File: src/rtl/irq_controller.sv
// Interrupt controller: synchronizes and edge-detects external lines into a pending register,
// and presents the lowest-index unmasked pending source to the processor with a request/ack FSM.
module irq_controller #(
  parameter int unsigned     N         = 64,
  parameter int unsigned     NSRC      = 4,
  parameter logic [63:0]     BASE_ADDR = 64'h800,
  parameter logic [NSRC-1:0] MASK_RST  = '1
) (
  input  logic            CLOCK_50,
  input  logic            reset,
  input  logic [NSRC-1:0] irq_in,
  input  logic [N-1:0]    DM_addr,
  input  logic [N-1:0]    DM_writeData,
  input  logic            DM_writeEnable,
  input  logic            ExtIAck,
  output logic            ExtIRQ,
  output logic [3:0]      irq_id,
  output logic [NSRC-1:0] irq_pending
);

  localparam logic [N-1:0] MASK_ADDR = N'(BASE_ADDR);
  localparam logic [N-1:0] CLR_ADDR  = N'(BASE_ADDR + 64'd8);

  typedef enum logic [1:0] {
    IDLE    = 2'd0,
    REQ     = 2'd1,
    ACKWAIT = 2'd2
  } state_e;

  logic [NSRC-1:0] sync1_q, sync1_d;
  logic [NSRC-1:0] sync2_q, sync2_d;
  logic [NSRC-1:0] prev_q, prev_d;
  logic [NSRC-1:0] pending_q, pending_d;
  logic [NSRC-1:0] mask_q, mask_d;
  state_e          state_q, state_d;
  logic [3:0]      id_q, id_d;

  logic [NSRC-1:0] rise;
  logic [NSRC-1:0] active;
  logic [NSRC-1:0] store_clr;
  logic [NSRC-1:0] ack_clr;
  logic [3:0]      enc_id;
  logic            mask_we;
  logic            clr_we;

  // Only the low NSRC data bits reach any register.
  logic unused_wdata;
  assign unused_wdata = ^DM_writeData[N-1:NSRC];

  // Synchronizer, previous-sample stage and rising-edge detect.
  always_comb begin
    sync1_d = irq_in;
    sync2_d = sync1_q;
    prev_d  = sync2_q;
  end

  assign rise = sync2_q & ~prev_q;

  // Store decode: exact address match with the write strobe.
  assign mask_we   = DM_writeEnable && (DM_addr == MASK_ADDR);
  assign clr_we    = DM_writeEnable && (DM_addr == CLR_ADDR);
  assign store_clr = clr_we ? DM_writeData[NSRC-1:0] : '0;
  assign active    = pending_q & mask_q;

  always_comb begin
    mask_d = mask_q;
    if (mask_we) begin
      mask_d = DM_writeData[NSRC-1:0];
    end
  end

  // Lowest set index wins: scan downward so the last hit is the smallest.
  always_comb begin
    enc_id = 4'd0;
    for (int i = NSRC - 1; i >= 0; i--) begin
      if (active[i]) begin
        enc_id = 4'(i);
      end
    end
  end

  // NOTE: every signal written here gets a default first, so no path leaves one unassigned
  // and no latch is inferred.
  always_comb begin
    state_d = state_q;
    id_d    = id_q;
    ack_clr = '0;
    unique case (state_q)
      IDLE: begin
        if (|active) begin
          state_d = REQ;
          id_d    = enc_id;
        end
      end
      REQ: begin
        if (ExtIAck) begin
          state_d = ACKWAIT;
          for (int i = 0; i < NSRC; i++) begin
            ack_clr[i] = (id_q == 4'(i));
          end
        end
      end
      ACKWAIT: begin
        if (!ExtIAck) begin
          state_d = IDLE;
        end
      end
      default: state_d = IDLE;
    endcase
  end

  // A new edge overrides any clear (ack or store) landing on the same bit.
  assign pending_d = (pending_q & ~(store_clr | ack_clr)) | rise;

  // NOTE: state uses non-blocking assignments so every flop samples pre-edge values,
  // independent of statement order.
  always_ff @(posedge CLOCK_50 or posedge reset) begin
    if (reset) begin
      sync1_q   <= '0;
      sync2_q   <= '0;
      prev_q    <= '0;
      pending_q <= '0;
      mask_q    <= MASK_RST;
      state_q   <= IDLE;
      id_q      <= 4'd0;
    end else begin
      sync1_q   <= sync1_d;
      sync2_q   <= sync2_d;
      prev_q    <= prev_d;
      pending_q <= pending_d;
      mask_q    <= mask_d;
      state_q   <= state_d;
      id_q      <= id_d;
    end
  end

  assign ExtIRQ      = (state_q == REQ);
  assign irq_id      = ExtIRQ ? id_q : 4'd0;
  assign irq_pending = pending_q;

endmodule

File: config.mk
export PLATFORM = sky130hd
export DESIGN_NAME = irq_controller
export DESIGN_NICKNAME = d
export VERILOG_FILES = /design/src/rtl/irq_controller.sv
export SDC_FILE = /design/constraint.sdc
export NUM_CORES = 1
export LEC_CHECK = 0
export CORE_AREA = 2 2 74 76
export CTS_BUF_LIST = sky130_fd_sc_hd__clkbuf_2
export DETAILED_ROUTE_END_ITERATION = 6
export DIE_AREA = 0 0 76 78
export GPL_ROUTABILITY_DRIVEN = 0
export PLACE_DENSITY = 0.78
export RECOVER_POWER = 50
export SLEW_MARGIN = 25
export SYNTH_ARGS = -nofsm -noshare
export SYNTH_HDL_FRONTEND = slang
export SYNTH_SLANG_ARGS = --single-unit
File: constraint.sdc
create_clock -name CLOCK_50 -period 1.5 [get_ports CLOCK_50]
set_input_delay 0.3 -clock CLOCK_50 [delete_from_list [all_inputs] [get_ports CLOCK_50]]
set_output_delay 0.3 -clock CLOCK_50 [all_outputs]
set_load 0.01 [all_outputs]
## After elaboration in Yosys (flattened, before gate mapping)

Index checks and enable logic that the tools add are counted.

- Register bits after elaboration: 26
- Latch bits: 0
- Bits in writable memories: 0
- Bits in read-only memories: 0
- Input bits: 136
- Output and inout bits: 9
- Word-level logic and storage cells: 43
- Memories kept: 0

- Add/sub/neg operators: 0
- Multipliers: 0
- Divide/modulo/power cells: 0
- Magnitude comparators: 0
- Equality and inequality tests: 10
- Shift-type cells: 0
- Muxes and demuxes: 12
- Bitwise operators: 7
- Reduce and logical (&&, ||, !) cells: 7

Operators with widths:

| cell | count |
|---|---|
| 64-bit by 12-bit == test with 1-bit output (second input constant) | 2 |
| 4-bit 2-to-1 mux | 7 |
| 4-bit bitwise AND | 3 |
| 4-bit by 2-bit == test with 1-bit output (second input constant) | 2 |
| 2-bit 2-to-1 mux | 4 |
| 4-bit NOT | 2 |
| 4-bit bitwise OR | 2 |
| 2-bit != test (second input constant) | 3 |
| 2-bit one-hot mux with 3 select lines | 1 |
| 4-bit by 1-bit == test with 1-bit output (second input constant) | 1 |
| 4-bit logical NOT | 1 |
| 4-bit OR reduction | 1 |
| 3-bit AND reduction | 1 |
| 2-bit by 1-bit == test with 1-bit output (second input constant) | 1 |
| 2-bit == test (second input constant) | 1 |
| 1-bit logical AND | 2 |
| 2-bit logical NOT | 1 |
| 2-bit AND reduction | 1 |

## Depth between registers and ports, before layout

Gate-level depths: netlist of the first run.

- Depth after elaboration: 7
- Depth in mapped cells: 5
- Depth with buffers taken out: 5

## Worst setup path before layout of the first run

Ideal clock, no wire load.

- Path type: reg-to-reg
- Start: reg state_q[1]
- End: reg pending_q[0] (netlist: irq_pending[0])
- Setup time: 122 ps
- Data arrival time: 1532 ps
- Setup slack: -153 ps
- Cell stages (with the launch flop): 5
- Buffers on the path: 0
- Period minus slack after synthesis: 1653 ps
- Cells stage by stage: dfrtp_1 > and2b_1 > and2_1 > or3b_2 > a32o_1

- Word-level cells in the longest chain between the ends: 6

RTL lines:

| item | RTL line | text |
|---|---|---|
| start, declared | 35 | `state_e state_q, state_d;` |
| start signal, assigned | 132 | `state_q <= state_d;` |
| 2-bit by 1-bit == test with 1-bit output | -- |  |
| via ExtIRQ | 16 | `output logic ExtIRQ,` |
| 4-bit 2-to-1 mux | 88 | `unique case (state_q)` |
| 4-bit bitwise OR | 113 | `assign pending_d = (pending_q & ~(store_clr \| ack_clr)) \| rise;` |
| 4-bit NOT | 113 |  |
| 4-bit bitwise AND | 113 |  |
| 4-bit bitwise OR | 113 |  |
| via pending_d[0] | 33 | `logic [NSRC-1:0] pending_q, pending_d;` |
| end signal, assigned | 130 | `pending_q <= pending_d;` |
| end, declared | 33 |  |

The timed path passes the listed nets, and every way through them passes these cells.
A chain may end at the register's enable or synchronous reset.

## Worst setup path after layout of the first run

- Start: reg state_q[1]
- End: reg pending_q[0] (netlist: irq_pending[0])

- Word-level cells in the longest chain between the ends: 6

RTL lines:

| item | RTL line |
|---|---|
| 2-bit by 1-bit == test with 1-bit output | 88 |
| 4-bit 2-to-1 mux | 88 |
| 4-bit bitwise OR | 113 |
| 4-bit NOT | 113 |
| 4-bit bitwise AND | 113 |
| 4-bit bitwise OR | 113 |
| via pending_d[0] | 33 |

The timed path passes the listed nets, and every way through them passes these cells.

==> flow_metrics.tcl, run 1 <==
set metrics [dict create \
    floorplan.die.height_um 78 \
    clock_path_buffers 2 \
    critPathArrivalTime_ns 1.85 \
    layout.filler_cells 463 \
    port_buffers 82 \
    via_count 1300 \
    synth.ff_latch_count 24 \
    setup_tns_ns -0.324 \
    wl_per_cell_um 15.4 \
    peakVddDrop_v 0.000340 \
    pin_count_of_the_biggest_net_entering_global_routing 25 \
    leakagePower_nw 0.997 \
    final_common_cell "dlygate4sd2_1" \
    synth_cell_type_count 30 \
    reg2reg_to "irq_pending[0]" \
    min_delay_path_depth 0 \
    final_core_utilization_pct 46.8 \
    clk_transition_reported_paths_ns 0.21 \
    via_count_of_the_first_global_routing_pass 1405 \
    count_of_synthesis_stage_warnings_from_yosys 0 \
    final-setup-viol-count 7 \
    routed_via_density 4.68 \
    report.final.hold_viol_count 0 \
    final.min_clock_period_ns 1.59 \
    synth_area_um2 1190 \
    regArea_um2 606 \
    grt_setup_unrepaired "true" \
    clock-root-buffer "clkbuf_2" \
    status "complete, but fails checks" \
    post_route_cells_drive_above_1_share_pct 41.3 \
    drtIter0Drc 39 \
    first_pass_iters 4 \
    ctsHtreeMaxLevel 1 \
    critPathRequiredTime_ns 1.75 \
    antenna_violations_before_repair 0 \
    tritoncts.num_buffers 3 \
    r2r_slack_ns -0.09 \
    top_level_i_o_count 145 \
    crit_type "reg -> reg" \
    regToRegStartpoint "state_q[1]" \
    finalWorstSetupSlack_ns -0.0915 \
    violations "setup timing" \
    power_density_nw_per_um2 568 \
    insertedDiodeCount 0 \
    worst_setup_path_start_kind "register" \
    r2r.worst_path.cells 5 \
    chipWidth_um 76 \
    max_freq_ghz 0.628 \
    initial_core_util_pct 23.6 \
    grt_first_pass_wirelength_um 6680 \
    slew_of_the_pin_with_the_lowest_slew_margin_ns 0.588 \
    route.final.wire_length_um 4270 \
    floorplan.die_area_um2 5930 \
    antenna_left 0 \
    fin_hold_ws_ns 0.382 \
    multi_input_comb_area_um2 753 \
    core.rowCount 26 \
    worst_hold_path_type "reg -> reg" \
    route.detailed.drc 0 \
    dp_hpwl_um 3370 \
    maxSlewViolCount 0 \
    cells_after_synthesis 104 \
    power_mw 1.34 \
    postSynthAreaPerCell_um2 11.4 \
    synth.yosys.seq_area_share_pct 50.9 \
    relSlewSlack_pct 60.8 \
    clkSinkCount 24 \
    worstSetupEndpoint "irq_pending[0]" \
    floorplan.core_area_um2 5040 \
    flow.area_growth_from_synthesis_pct 98.4 \
    worst_setup_path_startpoint "state_q[1]" \
    grt-ovfl-total 0 \
    worst-path-max-fanout 4 \
    finish.net_count 345 \
    fin_crit_sh_pct 106 \
    worstSetupEndpointType "register" \
    most_used_cells_in_the_layout_excluding_fill_and_tap_cells "dlygate4sd2_1 (34), dfrtp_1 (20), clkbuf_2 (19), nor4_2 (17)" \
    clock_tree_from_tritoncts "done" \
    clk_latency_ns 0.34 \
    finClkSkew_ns 0.00805 \
    max_cap_violations 0 \
    grt_util_all_layers_pct 14.1 \
]
==> how the worst min path moves through the flow <==
stage | slack, ns | from | to
6_report | 0.38 | sync1_q[0] | prev_d[0]
3_3_place_gp | 0.33 | sync1_q[2] | prev_d[2]
5_1_grt | 0.39 | sync1_q[3] | prev_d[3]
2_1_floorplan | 0.31 | reset | id_q[0]
4_1_cts | 0.24 | reset | prev_d[1]
3_5_place_dp | 0.34 | sync1_q[3] | prev_d[3]
==> per-stage QoR <==
stage          cell area, um^2  setup WS, ns  cells
3_5_place_dp              2210        -0.695    265
4_1_cts                   2290        -0.100    274
2_1_floorplan             1240       -0.0317    105
3_3_place_gp              2210        -0.700    265
5_1_grt                   2360        -0.153    278
6_report                  2360       -0.0915    278
==> Yosys cell counts <==
library cell / count / area (um^2)
dfrtp_1: 20 / 500
nor4_1: 20 / 125
nand4_1: 8 / 50.1
inv_1: 6 / 22.5
nor4_2: 6 / 75.1
dfstp_2: 4 / 105
mux2_4: 4 / 60.1
nand2_1: 4 / 15.0
and2_1: 3 / 18.8
nand3_1: 3 / 15.0
a32o_1: 2 / 20.0
and3_1: 2 / 12.5
buf_4: 2 / 15.0
nor4b_1: 2 / 17.5
o21ai_0: 2 / 10.0
o22ai_1: 2 / 12.5
a21o_1: 1 / 7.51
a21oi_1: 1 / 5.00
a22oi_1: 1 / 7.51
a311oi_1: 1 / 8.76
a32oi_1: 1 / 8.76
and2b_1: 1 / 7.51
conb_1: 1 / 3.75
mux2_2: 1 / 11.3
nand2b_2: 1 / 8.76
nor2_1: 1 / 3.75
nor4b_2: 1 / 15.0
o32a_1: 1 / 10.0
or3b_2: 1 / 8.76
xnor2_1: 1 / 8.76
==> state kept, by name, indices dropped and copies added (netlist names) <==
signal,flops
state_q,2
prev_q,4
prev_d,4
mask_q,4
sync1_q,4
irq_pending,4
id_q,2
==> what timing repair did <==
item	4_1_cts	5_1_grt
buffers inserted	5	4
resized for setup	97	67
hold buffers	0	0
pin swaps	35	32
endpoints found under the setup margin	16	12
endpoints found under the hold margin	0	0
==> final cells by class <==
cell class / count / area share (%)
Clock buffer: 3 / 0.636
Multi-Input combinational cell: 73 / 31.9
Inverter: 6 / 0.954
Tap cell: 70 / 3.71
Timing Repair Buffer: 101 / 35.9
Sequential cell: 24 / 25.6
Clock inverter: 1 / 1.27
==> routing by layer <==
metal  track usage, %  routed length [um]  vias to the layer above
met5                0                   0                        -
li1                 -                   -                      622
met2             26.8                2350                       40
met3             1.86                 117                        6
met4             4.18                  55                        0
met1             16.7                1740                      632
==> cells by family after synthesis <==
| group | share of synthesized area (%) |
|---|---|
| compound gates | 7.57 |
| xor+xnor | 0.736 |
| buf+inv | 3.15 |
| flops | 50.9 |
| mux | 5.99 |
| other cells | 0.315 |
| simple gates | 31.3 |
==> where the power goes <==
part	switching, mW	internal (mW)	total [mW]
combinational	0.110	0.138	0.248
sequential	0.00630	0.665	0.671
clock	0.191	0.230	0.421
==> worst max-delay path: stages, from the launching register on <==
cell,delay (ns)
dfrtp_1,0.42
and2b_2,0.26
buf_6,0.10
and2_4,0.12
or3b_4,0.36
a32o_1,0.25
Power figures use the tool's default switching activity.
==> run 2: changes to the inputs <==
--- a/config.mk
+++ b/config.mk
@@ -10,6 +10,7 @@
 export DETAILED_ROUTE_END_ITERATION = 6
 export DIE_AREA = 0 0 76 78
 export GPL_ROUTABILITY_DRIVEN = 0
+export HOLD_SLACK_MARGIN = 0.08
 export PLACE_DENSITY = 0.78
 export RECOVER_POWER = 50
 export SLEW_MARGIN = 25
==> results of run 2 <==
Same layout as run 1: the final DEF is identical, and so are final timing and power.
==> variant: new RTL, config.mk and constraints of run 1 <==
The parameter `NSRC` goes from 4 to 3.
--- a/src/rtl/irq_controller.sv
+++ b/src/rtl/irq_controller.sv
@@ -3,5 +3,5 @@
 module irq_controller #(
   parameter int unsigned     N         = 64,
-  parameter int unsigned     NSRC      = 4,
+  parameter int unsigned     NSRC      = 3,
   parameter logic [63:0]     BASE_ADDR = 64'h800,
   parameter logic [NSRC-1:0] MASK_RST  = '1
Interface: changed (resized irq_in and irq_pending); port bits go from 145 to 143. The function was not compared with the original's and may differ.
==> variant against run 1 <==
Combinational power about the same; highest routed layer unchanged; largest power group unchanged; sequential cell count down 5; synthesized area down 17%; die area unchanged; register-to-register slack better by 0.19 ns; sequential share of layout area down 1.9 points; cell area down 14%; worst setup slack better by 0.11 ns; power down 26%; wire length down 15%; core utilization down 6.7 points.
==> variant: results (changes against run 1) <==
Global route
  – GRT Overall Usage: 12.6% (was 14.1%)
  – Vias in the first global route: 1358 (was 1405)
  – Largest net degree at the start of global routing: 20 (was 25)
  – Met2 usage: 23.8% (was 26.8%)

Yosys
  – Sequential share of the synthesized area: 48.4% (was 50.9%)
  – Cell variety after synth: 29 (was 30)
  – Synth top cells by count: nor4_1, dfrtp_1, nand4_1 (was dfrtp_1, nor4_1, nand4_1)

Routing
  – Drt initial violations: 36 (was 39)
  – Met3 wire length: 202 um (was 117 um)
  – Routed WL per cell: 14.2 um (was 15.4 um)
  – DRT met1 WL: 1430 um (was 1740 um)
  – DR vias: 1144 (was 1300)

Clock tree
  – Worst skew pair latency: 0.29 ns (was 0.34 ns)
  – CTS clock-pin slew for the worst setup and hold paths: 0.15 ns (was 0.21 ns)

Placed design
  – HPWL after DPL: 2830 um (was 3370 um)
  – Inst Count DP: 251 (was 265)
  – Buffers on Ports: 79 (was 82)
  – Placed cell areas: 1970 um2 (was 2210 um2)

Worst setup path
  – Crit-path max cell delay: 0.37 ns (was 0.42 ns)
  – CP Data Arrival Time: 1.66 ns (was 1.85 ns)

Power
  – Peak supply drop: 211 uV (was 340 uV)

Final layout
  – Share of cells above drive strength 1: 54.0% (was 41.3%)
  – Layout Nets: 323 (was 345)

Outcome
  – Status: completed (was complete, but fails checks)

Timing
  – Worst-case clock skew: 0.0148 ns (was 0.00805 ns)
==> variant: cell count changes after synthesis, moves of 2 or more <==
cell | run 1 | this run
dfrtp_1 | 20 | 16
mux2_1 | 0 | 3
mux2_4 | 4 | 0
o21ai_0 | 2 | 0
==> variant: power breakdown <==
| group | total, mW | internal, mW | switching, mW | leakage (nW) |
|---|---|---|---|---|
| Sequential | 0.529 | 0.525 | 0.00416 | 0.218 |
| Clock | 0.210 | 0.0707 | 0.139 | 0.0166 |
| Combinational | 0.248 | 0.130 | 0.118 | 0.599 |
| Total | 0.987 | 0.726 | 0.261 | 0.833 |
==> variant: final timing paths <==
path,from,endpoint,slack [ns],cells past startpoint
worst max-delay path,DM_addr[15],irq_pending[2],0.02,6
worst min-delay path,sync1_q[2],prev_d[2],0.37,0
worst max register to register,mask_q[0],id_q[0],0.10,3
worst min register to register,sync1_q[2],prev_d[2],0.37,0
max in group asynchronous,reset,irq_pending[2],0.17,3
min in group asynchronous,reset,id_q[1],0.72,3
==> variant: cell families after synthesis <==
kind of cell | synth area share [%]
flip-flops | 48.4
other | 0.379
AND/OR/NAND/NOR | 35.1
buffers and inverters | 3.41
XOR/XNOR | 0.885
AO/OA/AOI/OAI | 7.21
multiplexers | 4.55
==> variant: cell type report <==
cell class                      count  area (um2)
Tap cell                           70        87.6
Fill cell                         516        3020
Timing Repair Buffer               92         673
Clock buffer                        4        20.0
Inverter                            5        18.8
Sequential cell                    19         479
Multi-Input combinational cell     67         742
==> variant: critical path: cells and delay by family <==
family	cells	cell delay, ns
buffers and inverters	1	0.13
and+or+nand+nor	4	0.96
AOI/OAI and AO/OA	1	0.27
==> variant: repair_timing <==
action / in CTS / in global routing
setup endpoints to repair: 12 / 8
buffers inserted: 4 / 1
pin swaps: 38 / 29
hold endpoints to repair: 0 / 0
resized for setup: 162 / 75
